==> config.mk <==
export PLATFORM = sky130hd
export DESIGN_NAME = mem_stage_ctrl
export DESIGN_NICKNAME = d
export VERILOG_FILES = /design/src/rtl/mem_stage_pkg.sv /design/src/rtl/mem_wait_cnt.sv /design/src/rtl/mem_stage_ctrl.sv
export SDC_FILE = /design/constraint.sdc
export NUM_CORES = 1
export LEC_CHECK = 0
export BUFFER_PORTS_ARGS = -buffer_cell sky130_fd_sc_hd__buf_2
export CORE_MARGIN = 8
export CORE_UTILIZATION = 47
export CTS_CLUSTER_DIAMETER = 100
export CTS_CLUSTER_SIZE = 30
export DETAILED_ROUTE_END_ITERATION = 10
export PLACE_DENSITY = 0.89
export SLEW_MARGIN = 20
export SYNTH_ARGS = -nofsm -noshare
export SYNTH_HDL_FRONTEND = slang
export SYNTH_HIERARCHICAL = 1
export SYNTH_SLANG_ARGS = --single-unit
export TNS_END_PERCENT = 1
==> constraint.sdc <==
create_clock -name clk -period 1.8 [get_ports clk]
set_input_delay 0.36 -clock clk [delete_from_list [all_inputs] [get_ports clk]]
set_output_delay 0.36 -clock clk [all_outputs]
set_load 0.005 [all_outputs]
==> src/rtl/mem_stage_pkg.sv <==
// Shared definitions for the memory-stage controller.
// Contents: FSM state constants, control-bit indices and widths, and the
// packed structs used for the latched memory command and the MEM/WB slot.
package mem_stage_pkg;
  localparam int CTRL_W = 2;

  localparam logic [0:0] ST_IDLE = 1'b0;
  localparam logic [0:0] ST_WAIT = 1'b1;

  localparam int WB_REGWRITE = 1;
  localparam int WB_MEMTOREG = 0;
  localparam int M_MEMREAD   = 1;
  localparam int M_MEMWRITE  = 0;

  typedef struct packed {
    logic        we;
    logic [31:0] addr;
    logic [31:0] wdata;
  } dm_cmd_t;

  typedef struct packed {
    logic              valid;
    logic [CTRL_W-1:0] ctrl;
    logic [31:0]       rdata;
    logic [31:0]       alu;
    logic [4:0]        wreg;
    logic              err;
  } wb_slot_t;
endpackage

==> src/rtl/mem_wait_cnt.sv <==
// Wait-cycle counter for the memory handshake.
// Ports: clk, rst (async active-low), clr_i (synchronous clear, wins over
// en_i), en_i (count up), hit_o (counter sits at TIMEOUT-1; never set when
// TIMEOUT==0).
module mem_wait_cnt #(
  parameter int TIMEOUT = 255,
  parameter int CNT_W   = 8
) (
  input  logic clk,
  input  logic rst,
  input  logic clr_i,
  input  logic en_i,
  output logic hit_o
);
  localparam logic [CNT_W-1:0] LAST = (TIMEOUT == 0) ? '0 : CNT_W'(TIMEOUT - 1);

  logic [CNT_W-1:0] cnt_q, cnt_d;

  always_comb begin
    cnt_d = cnt_q;
    if (clr_i)     cnt_d = '0;
    else if (en_i) cnt_d = cnt_q + CNT_W'(1);
  end

  always_ff @(posedge clk or negedge rst) begin
    if (!rst) cnt_q <= '0;
    else      cnt_q <= cnt_d;
  end

  assign hit_o = (TIMEOUT != 0) && (cnt_q == LAST);
endmodule

==> src/rtl/mem_stage_ctrl.sv <==
// Memory-stage controller between EX/MEM and MEM/WB.
// Runs a registered req / one-cycle-ack handshake to a variable-latency data
// memory, stalls upstream while an access is outstanding, and produces
// registered MEM/WB outputs (bubble while waiting, bus_err on abort).
// Ports: clk, rst (async active-low); EX/MEM side in_valid, MEM_WB, MEM_M,
// MEM_ALU_out, DM_Wdata, MEM_writeReg; stall to upstream; memory side dm_req,
// dm_we, dm_addr, dm_wdata, dm_rdata, dm_ack; MEM/WB side wb_valid, WB_ctrl,
// WB_rdata, WB_alu, WB_writeReg, bus_err.
// Optional: define MEM_ALIGN_CHK_EN to turn misaligned memops into an
// immediate bus error instead of a memory access.
module mem_stage_ctrl
  import mem_stage_pkg::*;
#(
  parameter int TIMEOUT = 255,
  parameter int CNT_W   = 8
) (
  input  logic              clk,
  input  logic              rst,
  input  logic              in_valid,
  input  logic [CTRL_W-1:0] MEM_WB,
  input  logic [CTRL_W-1:0] MEM_M,
  input  logic [31:0]       MEM_ALU_out,
  input  logic [31:0]       DM_Wdata,
  input  logic [4:0]        MEM_writeReg,
  output logic              stall,
  output logic              dm_req,
  output logic              dm_we,
  output logic [31:0]       dm_addr,
  output logic [31:0]       dm_wdata,
  input  logic [31:0]       dm_rdata,
  input  logic              dm_ack,
  output logic              wb_valid,
  output logic [CTRL_W-1:0] WB_ctrl,
  output logic [31:0]       WB_rdata,
  output logic [31:0]       WB_alu,
  output logic [4:0]        WB_writeReg,
  output logic              bus_err
);
  logic [0:0] state_q, state_d;
  logic       req_q, req_d;
  dm_cmd_t    cmd_q, cmd_d;
  wb_slot_t   wb_q, wb_d;

  logic in_wait, memop, misalign, cnt_hit, timeout_hit;

  assign in_wait = (state_q == ST_WAIT);
  assign memop   = in_valid & (MEM_M[M_MEMREAD] | MEM_M[M_MEMWRITE]);
`ifdef MEM_ALIGN_CHK_EN
  assign misalign = memop & (|MEM_ALU_out[1:0]);
`else
  assign misalign = 1'b0;
`endif

  mem_wait_cnt #(.TIMEOUT(TIMEOUT), .CNT_W(CNT_W)) u_cnt (
    .clk   (clk),
    .rst   (rst),
    .clr_i (~in_wait),
    .en_i  (in_wait),
    .hit_o (cnt_hit)
  );

  // A late ack on the last allowed cycle still completes normally.
  assign timeout_hit = in_wait & cnt_hit & ~dm_ack;
  // Combinational so EX/MEM advances on the very edge the access retires.
  assign stall = (~in_wait & memop & ~misalign) | (in_wait & ~dm_ack & ~timeout_hit);

  always_comb begin
    state_d = state_q;
    req_d   = req_q;
    cmd_d   = cmd_q;
    wb_d    = wb_q;
    if (!in_wait) begin
      wb_d.alu  = MEM_ALU_out;
      wb_d.wreg = MEM_writeReg;
      wb_d.ctrl = MEM_WB;
      wb_d.rdata = '0;
      wb_d.err   = 1'b0;
      if (!in_valid) begin
        wb_d.valid = 1'b0;
        wb_d.ctrl  = '0;
      end else if (misalign) begin
        wb_d.valid             = 1'b1;
        wb_d.err               = 1'b1;
        wb_d.ctrl[WB_REGWRITE] = 1'b0;
      end else if (memop) begin
        // Both MemRead and MemWrite set is treated as a store.
        cmd_d.we    = MEM_M[M_MEMWRITE];
        cmd_d.addr  = MEM_ALU_out;
        cmd_d.wdata = DM_Wdata;
        req_d       = 1'b1;
        wb_d.valid  = 1'b0;
        state_d     = ST_WAIT;
      end else begin
        wb_d.valid = 1'b1;
      end
    end else if (dm_ack) begin
      req_d      = 1'b0;
      wb_d.valid = 1'b1;
      wb_d.err   = 1'b0;
      wb_d.rdata = cmd_q.we ? 32'h0 : dm_rdata;
      state_d    = ST_IDLE;
    end else if (timeout_hit) begin
      req_d                  = 1'b0;
      wb_d.valid             = 1'b1;
      wb_d.err               = 1'b1;
      wb_d.rdata             = '0;
      wb_d.ctrl[WB_REGWRITE] = 1'b0;
      state_d                = ST_IDLE;
    end
  end

  always_ff @(posedge clk or negedge rst) begin
    if (!rst) begin
      state_q <= ST_IDLE;
      req_q   <= 1'b0;
      cmd_q   <= '0;
      wb_q    <= '0;
    end else begin
      state_q <= state_d;
      req_q   <= req_d;
      cmd_q   <= cmd_d;
      wb_q    <= wb_d;
    end
  end

  assign dm_req      = req_q;
  assign dm_we       = cmd_q.we;
  assign dm_addr     = cmd_q.addr;
  assign dm_wdata    = cmd_q.wdata;
  assign wb_valid    = wb_q.valid;
  assign WB_ctrl     = wb_q.ctrl;
  assign WB_rdata    = wb_q.rdata;
  assign WB_alu      = wb_q.alu;
  assign WB_writeReg = wb_q.wreg;
  assign bus_err     = wb_q.err;
endmodule

* After elaboration in Yosys (flattened, before gate mapping) *
Index checks and enable logic that the tools add are counted.

word-level totals
  flip-flop bits (word level) = 148
  input port bits = 109
  output and inout port bits = 140
  logic and storage cells = 59

operators by class
  add/sub/neg operators = 1
  eq/ne operators = 4
  multiplexer cells = 25
  bitwise logic cells = 11
  reductions and logical operators = 5

operators by type and width
  operator               count
  $mux W32               4
  $mux W1                17
  $add A8 B1 Y8 const B  1
  $eq A8 B8 Y1 const B   1
  $mux W8                1
  $and A1 B1 Y1          6
  $mux W2                3
  $reduce_and A3 Y1      2
  $reduce_bool A2 Y1     2
  $ne A3 B2 Y1 const B   1
  $not A1 Y1             3
  $ne A2 B1 Y1 const B   1
  $ne A2 B2 Y1 const B   1
  $or A1 B1 Y1           2
  $reduce_and A2 Y1      1

* Logic depth before layout (Yosys ltp) *
Gate-level depths: netlist of run 1.

  depth after elaboration = 6
  mapped depth = 7
  depth with buffers taken out = 7

* Hierarchy *
The synthesis of run 1 kept the hierarchy.

by module, submodules not included
  module          times used  cells each  area an instance (µm²)  sequential area each (µm²)
  mem_stage_ctrl  1           314         5300.1                  3503.4
  mem_wait_cnt    1           41          410.4                   200.2

* Worst setup path before layout of run 1 *
Ideal clock, no wire load.

  kind = reg-to-output
  start = register u_cnt.cnt_q[0]
  end = output port stall
  arrival time = 1.258 ns
  data required time = 1.440 ns
  setup slack = 0.182 ns
  stages on the path, launching flop included = 7
  cells stage by stage = dfrtp_1 > inv_1 > ha_1 > nand3_1 > nor2_1 > nor2_2 > or2_2

on the way
  cells in the longest elaborated chain, start to end = 6

RTL lines
  element                      RTL line              text
  start, declared              mem_wait_cnt.sv:17    logic [CNT_W-1:0] cnt_q, cnt_d;
  start signal, assigned       mem_wait_cnt.sv:27    else cnt_q <= cnt_d;
  $eq A8 B8 Y1                 mem_wait_cnt.sv:30    assign hit_o = (TIMEOUT != 0) && (cnt_q == LAST);
  via cnt_hit                  mem_stage_ctrl.sv:44  logic in_wait, memop, misalign, cnt_hit, timeout_hit;
  $and A1 B1 Y1 (2 in series)  mem_stage_ctrl.sv:63  assign timeout_hit = in_wait & cnt_hit & ~dm_ack;
  $not A1 Y1                   mem_stage_ctrl.sv:65  assign stall = (~in_wait & memop & ~misalign) | (in_wait & ~dm_ack & ~timeout_hit);
  $and A1 B1 Y1                mem_stage_ctrl.sv:65
  $or A1 B1 Y1                 mem_stage_ctrl.sv:65
  end, declared                mem_stage_ctrl.sv:25  output logic stall,

The timed path passes the listed nets, and every way through them passes these cells.

* Final worst setup path of run 1 *
  start = register u_cnt.cnt_q[4]
  end = output port stall

Same word-level chain as after synthesis.

==> results of run 1 <==
==> flip-flops by register name (all words and copies together) (netlist names) <==
| signal | flops |
|---|---|
| WB_rdata | 32 |
| WB_writeReg | 5 |
| u_cnt/cnt_q | 8 |
| wb_valid | 1 |
| in_wait | 1 |
| WB_ctrl | 2 |
| dm_req | 1 |
| bus_err | 1 |
| dm_we | 1 |
| dm_wdata | 32 |
| WB_alu | 32 |
| dm_addr | 32 |
==> Yosys cell counts <==
cell type	instances
dfrtp_1	148
mux2_2	74
a22o_1	34
mux2_4	27
nor2_1	10
buf_2	7
a21oi_1	5
buf_4	5
nand2_1	5
clkbuf_1	4
inv_1	4
o21ai_0	4
nand3_1	3
or3_1	3
xor2_1	3
buf_12	2
ha_1	2
nand4_1	2
or2_2	2
a211oi_1	1
and2b_4	1
buf_6	1
buf_8	1
nand2b_1	1
nand4_4	1
nor2_2	1
nor2b_4	1
o211ai_1	1
o22a_1	1
xnor2_1	1
==> repair_timing <==
item,CTS,global route
setup endpoints to repair,1,4
hold endpoints to repair,148,0
pin swaps,6,2
gates resized for setup,8,4
hold buffers,1,0
setup buffers,12,0
==> report_power, final <==
group          internal, mW  switching, mW
logic                  1.10          0.814
registers              3.90          0.310
clock network          2.35           1.33
==> per-layer routing <==
| layer | wire [µm] | track usage [%] | up-vias |
|---|---|---|---|
| li1 | - | - | 1806 |
| met1 | 5550 | 19.7 | 2007 |
| met2 | 7810 | 33.2 | 171 |
| met3 | 1140 | 7.30 | 18 |
| met4 | 218 | 6.72 | 0 |
| met5 | 0 | 0 | - |
==> stage by stage <==
stage / utilization, % / TNS (ns) / instances / hold WS, ns
3_3_place_gp: 59.6 / 0 / 741 / 0.384
4_1_cts: 65.7 / -0.242 / 784 / 0.144
3_5_place_dp: 59.6 / 0 / 741 / 0.390
2_1_floorplan: - / 0 / 355 / 0.0644
5_1_grt: 65.8 / -0.606 / 784 / 0.147
6_report: 65.8 / -0.364 / 784 / 0.166
==> logic make-up (layout without fill, tap and decap cells) <==
kind of cell	count (synthesis)	in the layout
muxes	101	101
AOI/OAI and AO/OA	46	46
and+or+nand+nor	30	30
buffers and inverters	24	306
xor gates and xnor gates	4	4
DFF	148	148
adders and majority gates	2	2
==> cell type report <==
cell class	count	area [µm²]
clock buffers	19	443
clock inverters	12	180
fillers	880	4090
inverters	4	15.0
multi-input cells	183	1860
flip-flops and latches	148	3710
well taps	147	184
repair buffers	271	1490
==> worst max path at each step <==
stage,from,to,cells past startpoint
finish,u_cnt/cnt_q[4],stall,5
global route,u_cnt/cnt_q[4],stall,5
CTS,u_cnt/cnt_q[0],stall,7
detailed placement,in_valid,dm_addr[0],5
global placement,in_valid,dm_addr[26],5
floorplan,u_cnt/cnt_q[0],stall,6
==> key figures, run 1 <==
Outcome
  – Outcome: finished, violations left
  – Failing checks: negative setup slack

Yosys
  – Top post-synthesis cells by area: dfrtp_1, mux2_2, mux2_4
  – Synth Area in Compound Gates: 6.42%
  – Yosys top cell by area: dfrtp_1
  – Syn_nets: 466
  – Synth Area in Adders: 0.438%
  – Syn avg cell area: around 16 µm²
  – Post-Synth Simple-Gate Area: 3.02%
  – Mux contribution to synthesized area: 21.7%
  – XOR/XNOR Fraction of Synth Area: 0.613%
  – Synth Register Bits: 148
  – YS warnings: 6
  – Yosys cell types: 30
  – Post-synthesis sequential area ratio: 64.9%
  – Top-area cell type share of the netlist area: 64.9%
  – Mapped Area: 5710 µm²
  – Main combinational cell family by area after synthesis: multiplexers
  – Synthesized instance count: 355

Power and ir drop
  – Overall power: 9.80 mW
  – PD cells: 1240 nW/µm²
  – Max IR drop VDD: 826 µV
  – Leak: 3.99 nW

Run
  – Max-cap violations: 0

Timing
  – Worst slew margin: 72.3%
  – Slew @ Worst Pin: just over 0.4 ns
  – Final hold vios: 0
  – Clock skew: 0.0115 ns
  – Worst setup slack after layout: -0.170 ns
  – Final Setup Violations: 3
  – Fmax: around 500 MHz
  – Final Critical Period: 1.97 ns
  – Tcrit/Tclk final: 109%
  – Unrepaired setup endpoints after global routing: yes
  – Final Max Tran Viols: 0

Clocking
  – CTS tree: yes
  – Worst-case clock buffer depth: 2
  – TritonCTS buffer count: 17
  – Root Driver: clkbuf_16
  – H-tree levels: 4
  – Clk_lat worst skew: slightly above 0.4 ns
  – TritonCTS Sinks: 148
  – Clock transition at the registers of the reported paths: 0.06 ns

Critical path
  – Crit-path cells: nand4_1 > nor2_4 > nor2_2 > or2_4 > buf_6
  – Crit-path max cell delay: a little over 0.4 ns
  – Crit path buf inv count: 1
  – WS Path Type: reg -> out
  – Critical Path Fanout Max: 4
  – Worst reg2reg startpoint: u_cnt/cnt_q[1]
  – Critical path data required time: ~1.4 ns
  – Reg2reg end: WB_ctrl[1]
  – WP data arrival: 1.61 ns
  – Setup crit start kind: flip-flop
  – Worst reg-to-reg path cell count: 14
  – Critical Path Slowest Stage Cell: dfrtp_1
  – R2R Setup Slk: -0.13 ns
  – Setup crit end kind: primary output
  – CP top delay family: simple AND/OR/NAND/NOR gates

Placement
  – Post-DP HPWL: 10,700 µm
  – PortBufs: 248
  – Pre-CTS setup slack: 0.0490 ns
  – Routability congestion estimate: 0.810
  – Placed Area: between 7000 and 8000 µm²

Die
  – Num rows: 40
  – Die area: 15,900 µm²
  – Core box area: 12,000 µm²
  – Die width: 126 µm
  – # IOs: 249
  – Initial Util: 47.7%
  – Die height: 126 µm

Final layout
  – Nets@finish: approximately 740
  – Fin area: 7880 µm²
  – Leading cell type in the layout, fill and taps excluded: buf_2
  – Most frequent cells in the layout: buf_2, dfrtp_1, mux2_2
  – Synthesis-to-finish area growth: 37.9%
  – Diode count: 0
  – Ratio of cells with drive above 1 in the final layout: 65.1%

Route
  – Vias/cell: a little over 5
  – WL final: between 10,000 and 15,000 µm
  – Antenna-violating nets left: 0
  – Drc violations: 0
  – Routed length per placed instance: 18.8 µm
  – Router iterations before antenna repair: 4
  – First-iteration detailed-routing DRC count: 210
  – Vias: 4,002

Global routing
  – First-pass GRT wire length: 23,700 µm
  – Global-route usage over all layers: 18.7%
  – Grt ovf: 0
  – Initial antenna violation count: 0
  – Largest net degree at the start of global routing: 79
  – Vias in the first global route: 4,577

Min path
  – HP Class: in -> reg
  – WHS Endpoint: WB_rdata[11]
  – Worst Hold Launch: dm_rdata[11]
  – Hold Path Depth: 2
Power figures use the tool's default switching activity.
==> run 2, diff against run 1 <==
--- a/config.mk
+++ b/config.mk
@@ -13,8 +13,8 @@
 export DETAILED_ROUTE_END_ITERATION = 10
 export PLACE_DENSITY = 0.89
+export REMOVE_ABC_BUFFERS = 1
 export SLEW_MARGIN = 20
 export SYNTH_ARGS = -nofsm -noshare
 export SYNTH_HDL_FRONTEND = slang
-export SYNTH_HIERARCHICAL = 1
 export SYNTH_SLANG_ARGS = --single-unit
 export TNS_END_PERCENT = 1
==> constraint.sdc (replaced) <==
create_clock -name clk -period 1.8 [get_ports clk]
set_input_delay 0.36 -clock clk [delete_from_list [all_inputs] [get_ports clk]]
set_output_delay 0.36 -clock clk [all_outputs]
set_load 0.05 [all_outputs]
==> key figures, run 2 <==
Critical path
  – Critical Path Slowest Stage Cell: dfrtp_1
  – Crit-path cells: inv_1 > ha_2 > and3_4 > a21oi_2 > or2_4 > buf_8
  – Worst reg-to-reg path cell count: 4 (-10)
  – Worst reg2reg startpoint: in_wait
  – WP data arrival: 1.64 ns (+0.03 ns)
  – Setup crit start kind: flip-flop
  – Crit-path max cell delay: 0.37 ns (-0.04 ns)
  – Critical Path Fanout Max: 2 (-2)
  – WS Path Type: reg -> out
  – Reg2reg end: dm_addr[2]
  – Setup crit end kind: primary output
  – R2R Setup Slk: 0.10 ns (+0.23 ns)
  – Critical path data required time: 1.44 ns (about the same)

Final layout
  – Synthesis-to-finish area growth: 35.8%
  – Final core occ: 65.0% (-0.84 points)
  – Diode count: 0 (unchanged)
  – Fill count: 867 (-1.5%)
  – Most frequent cells in the layout: buf_2, dfrtp_1, mux2_2
  – Leading cell type in the layout, fill and taps excluded: buf_2
  – Ratio of cells with drive above 1 in the final layout: 64.6% (-0.57 points)
  – Nets@finish: 722 (-1.9%)

Power and ir drop
  – Leak: 3.93 nW (-1.5%)
  – Logic pwr share: 32.9% (+13 points)
  – Clk pwr share: 31.1% (-6.5 points)
  – Sw power: 4.50 mW (+83%)
  – Pint: 7.21 mW (-1.8%)
  – PD cells: 1510 nW/µm² (+21%)
  – Switch share: 38.4% (+13 points)
  – Sequential fraction of design power: 36.0% (-6.9 points)
  – Max IR drop VDD: 1040 µV (+26%)

Timing
  – Tcrit/Tclk final: 111% (+1.8 points)
  – Worst slew margin: 61.9% (-10 points)
  – Unrepaired setup endpoints after global routing: yes
  – Final Setup Violations: 1 (-2)
  – Slew @ Worst Pin: 0.572 ns (+0.156 ns)
  – Final hold vios: 0 (unchanged)
  – Fin Setup TNS: -0.202 ns (+0.162 ns)
  – Clock skew: 0.00731 ns (-0.00422 ns)
  – Worst setup slack after layout: -0.202 ns (-0.0317 ns)
  – Final Critical Period: 2.00 ns (+0.0317 ns)
  – Fmax: 499 MHz (-1.6%)
  – Final Max Tran Viols: 0 (unchanged)

Clocking
  – Clk_lat worst skew: 0.41 ns (about the same)
  – Worst-case clock buffer depth: 2 (unchanged)
  – TritonCTS buffer count: 17 (unchanged)
  – Root Driver: clkbuf_16
  – TritonCTS Sinks: 148 (unchanged)
  – H-tree levels: 4 (unchanged)
  – CTS tree: yes
  – Clock transition at the registers of the reported paths: 0.06 ns (about the same)

Yosys
  – Synthesized instance count: 350 (-1.4%)
  – Synth top cells by count: dfrtp_1, mux2_2, a22o_1, mux2_4, buf_2
  – Top_reg_cell synth: dfrtp_1
  – Top-area cell type share of the netlist area: 64.7% (-0.17 points)
  – Fraction of registers with async set/reset: 100% (unchanged)
  – Most frequent cell after synthesis: dfrtp_1
  – Post-synthesis sequential area ratio: 64.7% (-0.17 points)
  – YS warnings: 0 (-6)
  – Synth Register Bits: 148 (unchanged)
  – Syn avg cell area: 16.4 µm² (+1.7%)
  – Mapped Area: 5730 µm² (+0.26%)
  – Yosys cell types: 35 (+17%)
  – Yosys top cell by area: dfrtp_1
  – Number of flops mapped to enable cells by yosys: 0 (unchanged)
  – Top post-synthesis cells by area: dfrtp_1, mux2_2, mux2_4

Global routing
  – Grt ovf: 0 (unchanged)
  – Vias in the first global route: 4,491 (-1.9%)
  – Initial antenna violation count: 0 (unchanged)
  – First-pass GRT wire length: 23,700 µm (+0.24%)
  – Global-route usage over all layers: 18.8% (+0.094 points)
  – Largest net degree at the start of global routing: 63 (-20%)

Route
  – Vias: 3,991 (-0.27%)
  – WL final: 14,900 µm (+1.3%)
  – Vias/cell: 5.18 (+1.4%)
  – First-iteration detailed-routing DRC count: 136 (-35%)
  – Router iterations before antenna repair: 4 (unchanged)
  – Antenna-violating nets left: 0 (unchanged)
  – Drc violations: 0 (unchanged)
  – Routed length per placed instance: 19.3 µm (+3.0%)

Placement
  – Routability congestion estimate: 0.882 (+8.9%)
  – PortBufs: 248 (unchanged)
  – Post-DP HPWL: 11,000 µm (+3.4%)

Die
  – Initial Util: 47.9% (+0.13 points)
  – Die area: 16,000 µm² (+0.23%)
  – Die height: 126 µm (+0.11%)
  – Num rows: 40 (unchanged)
  – Die width: 126 µm (+0.11%)
  – Core box area: 12,000 µm² (unchanged)
  – # IOs: 249 (unchanged)

Outcome
  – Failing checks: negative setup slack
  – Outcome: finished, violations left

Min path
  – HP Class: in -> reg
  – Worst Hold Launch: MEM_WB[1]
  – Hold Path Depth: 3 (+1)
  – WHS Endpoint: WB_ctrl[1]

Run
  – Max-cap violations: 0 (unchanged)
==> run 2: cell type report <==
type,count,area (µm²),share of cell area [%]
inverters,1,3.75,0.0483
well taps,147,184,2.37
clock inverters,15,194,2.49
repair buffers,261,1400,17.9
clock buffers,17,425,5.47
multi-input cells,182,1870,24.0
flip-flops and latches,148,3700,47.7
==> run 2: cell families after synthesis <==
logic type / synth area share (%)
muxes: 21.6
xor gates and xnor gates: 0.459
AOI/OAI and AO/OA: 6.86
buffers and inverters: 2.91
DFF: 64.7
adders and majority gates: 0.437
and+or+nand+nor: 3.02
==> run 2: timing repair <==
action                     CTS  global route
hold buffers                 1             0
setup endpoints to repair    1             1
hold endpoints to repair    27             0
resized for setup            6             0
setup buffers                2             1
==> run 2: worst max path at each step <==
stage,start,to,slack (ns),cells after the start
after floorplan,in_wait,stall,-1.23,3
after global placement,u_cnt.cnt_q[0],stall,0.11,6
after detailed placement,u_cnt.cnt_q[0],stall,0.09,6
after CTS,u_cnt.cnt_q[0],stall,-0.23,6
after global routing,u_cnt.cnt_q[0],stall,-0.28,6
final,u_cnt.cnt_q[0],stall,-0.20,6
==> run 2: power groups by stage <==
stage          Clock [mW]  Sequential [mW]  Combinational, mW
6_report             3.65             4.21               3.86
5_1_grt              3.87             4.28               4.01
4_1_cts              3.74             4.21               3.89
3_5_place_dp            0             4.25               3.86
3_3_place_gp            0             4.22               3.79
2_1_floorplan           0             6.24              0.774
==> run 2: through the flow <==
| step | worst slack, ns | area, µm² | hold slack (ns) | power (mW) | instances |
|---|---|---|---|---|---|
| finish | -0.202 | 7770 | 0.153 | 11.7 | 771 |
| global placement | 0.110 | 7100 | 0.251 | 8.01 | 735 |
| detailed placement | 0.0886 | 7100 | 0.250 | 8.12 | 735 |
| global route | -0.276 | 7770 | 0.138 | 12.2 | 771 |
| CTS | -0.227 | 7770 | 0.124 | 11.8 | 770 |
| floorplan | -1.23 | 5560 | 0.0644 | 7.02 | 331 |
==> run 2: layer usage <==
metal | GRT usage, % | part of all wire [%] | up-vias
met1 | 19.8 | 38 | 1994
met4 | 6.94 | 1.6 | 0
met3 | 8.09 | 9.2 | 20
met2 | 32.8 | 51 | 183
met5 | 0 | 0 | -
li1 | - | - | 1794
==> run 2: critical path, delay by kind of cell (launching register included) <==
family                     cells  cell delay (ns)
AOI/OAI and AO/OA              1             0.06
DFF                            1             0.37
buffers and inverters          2             0.21
and+or+nand+nor                2             0.42
adders and majority gates      1             0.18
